==> src/rtl/regincr_pipe.sv <==
// regincr_pipe: NSTAGES-deep val/rdy pipeline in which every stage adds INCR, so out = in + NSTAGES*INCR.
// Define REGINCR_PIPE_SAT_EN to make each stage saturate at all-ones instead of wrapping.
module regincr_pipe #(
  parameter int NBITS   = 8,
  parameter int NSTAGES = 2,
  parameter int INCR    = 1
) (
  input  logic                         clk,
  input  logic                         reset,
  input  logic                         in_val,
  output logic                         in_rdy,
  input  logic [NBITS-1:0]             in_msg,
  output logic                         out_val,
  input  logic                         out_rdy,
  output logic [NBITS-1:0]             out_msg,
  output logic                         out_ovf,
  output logic [$clog2(NSTAGES+1)-1:0] occupancy
);

  localparam int              OCCW     = $clog2(NSTAGES+1);
  localparam logic [NBITS:0]  INCR_EXT = (NBITS+1)'(INCR);

  logic [NSTAGES-1:0] r_val;
  logic [NSTAGES-1:0] r_ovf;
  logic [NBITS-1:0]   r_msg     [NSTAGES];

  logic [NSTAGES-1:0] w_rdy;
  logic [NSTAGES-1:0] w_upVal;
  logic [NSTAGES-1:0] w_upOvf;
  logic [NSTAGES-1:0] w_nextOvf;
  logic [NBITS-1:0]   w_upMsg   [NSTAGES];
  logic [NBITS-1:0]   w_nextMsg [NSTAGES];
  logic [OCCW-1:0]    w_occ;

  // An empty stage always accepts, so bubbles collapse even while the output is stalled.
  always_comb begin
    w_rdy = '0;
    w_rdy[NSTAGES-1] = ~r_val[NSTAGES-1] | out_rdy;
    for (int i = NSTAGES-2; i >= 0; i--)
      w_rdy[i] = ~r_val[i] | w_rdy[i+1];
  end

  for (genvar g = 0; g < NSTAGES; g++) begin : gStage
    logic [NBITS:0] w_sum;

    if (g == 0) begin : gFirst
      assign w_upVal[g] = in_val;
      assign w_upMsg[g] = in_msg;
      assign w_upOvf[g] = 1'b0;
    end else begin : gRest
      assign w_upVal[g] = r_val[g-1];
      assign w_upMsg[g] = r_msg[g-1];
      assign w_upOvf[g] = r_ovf[g-1];
    end

    assign w_sum = {1'b0, w_upMsg[g]} + INCR_EXT;

`ifdef REGINCR_PIPE_SAT_EN
    assign w_nextMsg[g] = w_sum[NBITS] ? '1 : w_sum[NBITS-1:0];
`else
    assign w_nextMsg[g] = w_sum[NBITS-1:0];
`endif
    assign w_nextOvf[g] = w_upOvf[g] | w_sum[NBITS];
  end

  // Message and flag are only captured alongside a valid token; a stalled stage holds everything.
  always_ff @(posedge clk or posedge reset) begin
    if (reset) begin
      r_val <= '0;
      r_ovf <= '0;
      for (int i = 0; i < NSTAGES; i++)
        r_msg[i] <= '0;
    end else begin
      for (int i = 0; i < NSTAGES; i++) begin
        if (w_rdy[i]) begin
          r_val[i] <= w_upVal[i];
          if (w_upVal[i]) begin
            r_msg[i] <= w_nextMsg[i];
            r_ovf[i] <= w_nextOvf[i];
          end
        end
      end
    end
  end

  always_comb begin
    w_occ = '0;
    for (int i = 0; i < NSTAGES; i++)
      w_occ = w_occ + OCCW'(r_val[i]);
  end

  assign in_rdy    = w_rdy[0] & ~reset;
  assign out_val   = r_val[NSTAGES-1];
  assign out_msg   = r_msg[NSTAGES-1];
  assign out_ovf   = r_ovf[NSTAGES-1];
  assign occupancy = w_occ;

endmodule

==> config.mk <==
export PLATFORM = sky130hd
export DESIGN_NAME = regincr_pipe
export DESIGN_NICKNAME = d
export VERILOG_FILES = /design/src/rtl/regincr_pipe.sv
export SDC_FILE = /design/constraint.sdc
export NUM_CORES = 1
export LEC_CHECK = 0
export ABC_AREA = 0
export CAP_MARGIN = 20
export CORE_MARGIN = 2
export CORE_UTILIZATION = 30
export CTS_BUF_LIST = sky130_fd_sc_hd__clkbuf_16
export DETAILED_ROUTE_END_ITERATION = 8
export HOLD_SLACK_MARGIN = 0.08
export PLACE_DENSITY = 0.59
export SLEW_MARGIN = 15
export SYNTH_ARGS = -nofsm -noshare
export SYNTH_HDL_FRONTEND = slang
export SYNTH_SLANG_ARGS = --single-unit
==> constraint.sdc <==
create_clock -name clk -period 1.6 [get_ports clk]
set_clock_uncertainty 0.2 [all_clocks]
set_input_delay 0.32 -clock clk [delete_from_list [all_inputs] [get_ports clk]]
set_output_delay 0.32 -clock clk [all_outputs]
set_load 0.02 [all_outputs]
---- Word level (Yosys, flattened, before mapping) ----
Cells that the tools add are included.
storage, ports and cells
  input port bits ......................... 12
  register bits after elaboration ......... 20
  word-level logic and storage cells ...... 18
  output and inout port bits .............. 13
operators by class
  reductions and logical operators ........ 2
  add/subtract/negate cells ............... 3
  bitwise operators ....................... 7
operators with widths
  cell                                          number
  adder 8 x 1 -> 9 bit (second input constant)  2
  AND reduction 2 bit                           2
  inverter 1 bit                                3
  bitwise OR 1 bit                              3
  adder 1 x 1 -> 2 bit                          1
  AND 1 bit                                     1

---- Logic depth before layout (Yosys ltp) ----
  depth in word-level cells ............... 4
  mapped depth ............................ 4
  gate-level depth less buffers ........... 4

---- Worst setup path before layout ----
Ideal clock, no wire load.
  kind .................................... reg-to-reg
  start point ............................. register r_val[1]
  end point ............................... register r_msg[11] (netlist name)
  cell stages (with the launch flop) ...... 4
  period minus slack after synthesis ...... 1539 ps
  arrival ................................. 1215 ps
  library setup time ...................... 125 ps
  path slack .............................. 61 ps
  required time ........................... 1275 ps
  buffers on the path ..................... 0
  cells stage by stage .................... dfrtp_1 -> nand3b_2 -> nand2_1 -> mux2_2
on the way
  longest elaborated chain between the ends .. 4
ends and longest elaborated chain
  element                               RTL line  RTL
  start: declaration                    23        logic [NSTAGES-1:0] r_val;
  start signal: indexed assignment      76        r_val[i] <= w_upVal[i];
  inverter 1 bit                        38        w_rdy[NSTAGES-1] = ~r_val[NSTAGES-1] | out_rdy;
  bitwise OR 1 bit                      38
  bitwise OR 1 bit                      40        w_rdy[i] = ~r_val[i] | w_rdy[i+1];
  AND reduction 2 bit (no source line)  -
  end signal: indexed assignment        78        r_msg[i] <= w_nextMsg[i];
  end: declaration                      25        logic [NBITS-1:0] r_msg [NSTAGES];
Every way passes these cells.
A chain may end at the register's enable or synchronous reset.

---- Final worst setup path ----
  start point ............................. register r_val[1]
  end point ............................... output port occupancy[0]
on the way
  longest elaborated chain between the ends .. 1
ends and longest elaborated chain
  element               RTL line  RTL
  adder 1 x 1 -> 2 bit  89        w_occ = w_occ + OCCW'(r_val[i]);
  end: declaration      17        output logic [$clog2(NSTAGES+1)-1:0] occupancy
Every way passes these cells.

==> results.json <==
{
  "io_pins": 25,
  "antenna_left": 0,
  "htreeDepth": 1,
  "grt_max_degree": 21,
  "slew_headroom": 0.831,
  "port_buffers": 24,
  "die_y_um": 64.4,
  "holdWs_ns": 0.274,
  "drc": 0,
  "vias": 899,
  "wl_um": 2350,
  "synthDistinctLibCells": 31,
  "worst_slack_ns": -0.0873,
  "synthCells": 105,
  "finalHoldViolCount": 0,
  "synth.mux.area_fraction": 0.0811,
  "synth_simple_gate_area_frac": 0.143,
  "max_stage_delay_ns": 0.42,
  "status": "finished with violations",
  "critPathArrivalTime_ns": 1.17,
  "synth_area_um2": 1100,
  "antenna_found_initial": 0,
  "cp-start-kind": "register",
  "violations": "negative setup slack",
  "grt_pass1_wl_um": 3870,
  "dp_hpwl_um": 1790,
  "finalPower_uw": 1740,
  "drv_cap": 0,
  "multi_input_area_um2": 572,
  "synth_seq_cells": 20,
  "setup_violations": 2,
  "first_pass_iters": 4,
  "rr_worst_depth": 4,
  "synth_nets": 120,
  "layout.cells.most_common": "buf_4",
  "cpMaxStageDelayCell": "dfrtp_2",
  "numCtsBuffers": 3,
  "synthXorXnorAreaFrac": 0.0479,
  "fin_util": 0.489,
  "layout_common_cells": "buf_4, dfrtp_1, dlygate4sd2_1",
  "hold_end": "r_msg[8]$_DFFE_PP0P_",
  "fmax_mhz": 593,
  "synth_area_per_cell_um2": 10.4,
  "drt_iter0_markers": 11,
  "gp_congestion": 0.745,
  "cts_buffer_depth": 2,
  "path_delay_family": "flip-flops",
  "track_usage": 0.122,
  "clk_latency_ns": 0.25,
  "ys_warn_count": 0,
  "fp.coreArea_um2": 3420,
  "syn_to_final_growth_pct": 52.5,
  "fillers": 338,
  "clkSinkCount": 20,
  "p_leak_uw": 0.000740,
  "synthAdderAreaFrac": 0.0342,
  "overflow": 0,
  "grt_pass1_vias": 857,
  "min_path_cells": 2,
  "cp.required_ns": 1.08,
  "wl_per_cell_um": 12.0,
  "rows": 21,
  "worstMarginPinSlew_ns": 0.254,
  "tns_ns": -0.151,
  "critPathBufInv": 2,
  "worstPathMaxFanout": 4,
  "hp-class": "primary input to register",
  "path_cells": "buf_6 -> ha_4 -> buf_6",
  "yosysSeqAreaShare": 0.457,
  "die_area_um2": 4150,
  "seq_area_um2": 502,
  "start_util": 0.321,
  "r2r-start": "r_val[1]$_DFFE_PP0P_",
  "critPathKind": "register to output pin",
  "path_clk_slew_ns": 0.05,
  "ir_drop_mv": 0.358,
  "r2r_slack_ns": 0.11,
  "period_share": 1.05,
  "endpoint_kind": "output pin",
  "slew_viol_final": 0,
  "synth_top_family_by_area": "compound AO/OA/AOI/OAI gates",
  "r2r-end": "r_ovf[1]$_DFFE_PP0P_",
  "hp-start": "in_msg[0]",
  "synth_compound_area_frac": 0.151,
  "drive_gt1_frac": 0.387,
  "antenna_cells": 0,
  "post-route-min-period_ns": 1.69,
  "crit_top_cell": "buf_6",
  "cts_tree": "built",
  "p_per_area_nw_per_um2": 1040,
  "rsz0062_at_grt": "yes",
  "via_per_inst": 4.59,
  "die_w_um": 64.4,
  "fin_nets": 166,
  "cts-root-buf": "clkbuf_16"
}
[flip-flops by register name, summed over array words and instances (netlist names)]
register / count
r_val: 2
r_ovf: 2
out_msg: 8
r_msg: 8
[cell usage after synthesis]
cell	instances	area, um2
buf_4	8	60.1
ha_1	3	37.5
a21oi_1	10	50.1
a22o_1	1	8.76
o311a_1	1	10.0
nand3_1	6	30.0
o311a_2	1	11.3
nand2_1	5	18.8
a41oi_1	1	8.76
nand3b_2	1	11.3
nand2b_1	1	6.26
nand4_1	1	6.26
dfrtp_1	20	500
and3b_1	1	8.76
xnor2_1	6	52.6
nor4_1	1	6.26
and2_4	1	8.76
buf_6	1	11.3
nand4_2	1	12.5
nand3_2	1	10.0
a31oi_1	3	18.8
nor2_1	1	3.75
o21ai_0	10	50.1
clkbuf_1	1	3.75
or3_1	4	25.0
o21bai_1	1	7.51
buf_2	1	5.00
nand2b_2	1	8.76
mux2_2	7	78.8
inv_1	4	15.0
mux2i_1	1	10.0
[routing by layer]
metal	vias up	wire length, um	track usage
li1	466	-	-
met1	408	1060	0.146
met2	20	1130	0.207
met3	5	106	0.0260
met4	0	59	0.0638
met5	-	0	0
[metrics by stage]
step           area (um2)  cells  setup WS (ns)
2_1_floorplan        1100    105         0.0607
3_3_place_gp         1490    187         -0.583
3_5_place_dp         1490    187         -0.602
4_1_cts              1620    194        -0.0576
5_1_grt              1670    196         -0.111
6_report             1670    196        -0.0873
[what timing repair did]
item	in CTS	in global routing
setup buffers	3	2
resized for setup	37	12
cloned	0	0
pin swaps	6	3
hold buffers	0	0
endpoints found under the setup margin	24	4
[cell type report]
cell class	count	area share
repair buffers	52	0.267
clock inverters	1	0.00225
multi-input cells	70	0.342
clock buffers	3	0.0449
inverters	4	0.00898
flip-flops and latches	20	0.300
well taps	46	0.0344
[how the worst max path moves through the flow]
stage	startpoint	end	slack [ns]	cells after the start
2_1_floorplan	r_val[1]$_DFFE_PP0P_	r_msg[11]$_DFFE_PP0P_	0.06	3
3_3_place_gp	out_rdy	in_rdy	-0.58	4
3_5_place_dp	out_rdy	in_rdy	-0.60	4
4_1_cts	r_val[1]$_DFFE_PP0P_	in_rdy	-0.06	3
5_1_grt	r_val[1]$_DFFE_PP0P_	occupancy[0]	-0.11	3
6_report	r_val[1]$_DFFE_PP0P_	occupancy[0]	-0.09	3
[report_power, final]
part           internal (uW)  switching, uW  leakage (uW)
registers                603           73.7      0.000231
clock network            333            184     0.0000385
logic                    282            268      0.000471
[kinds of logic (layout without fill, tap and decap cells)]
family | Yosys count | after routing
AOI/OAI and AO/OA | 28 | 28
DFF | 20 | 20
buffers and inverters | 15 | 60
xor gates and xnor gates | 6 | 6
adders and majority gates | 3 | 3
muxes | 8 | 8
and+or+nand+nor | 25 | 25
Note: power is estimated with default switching activity, not from simulation.
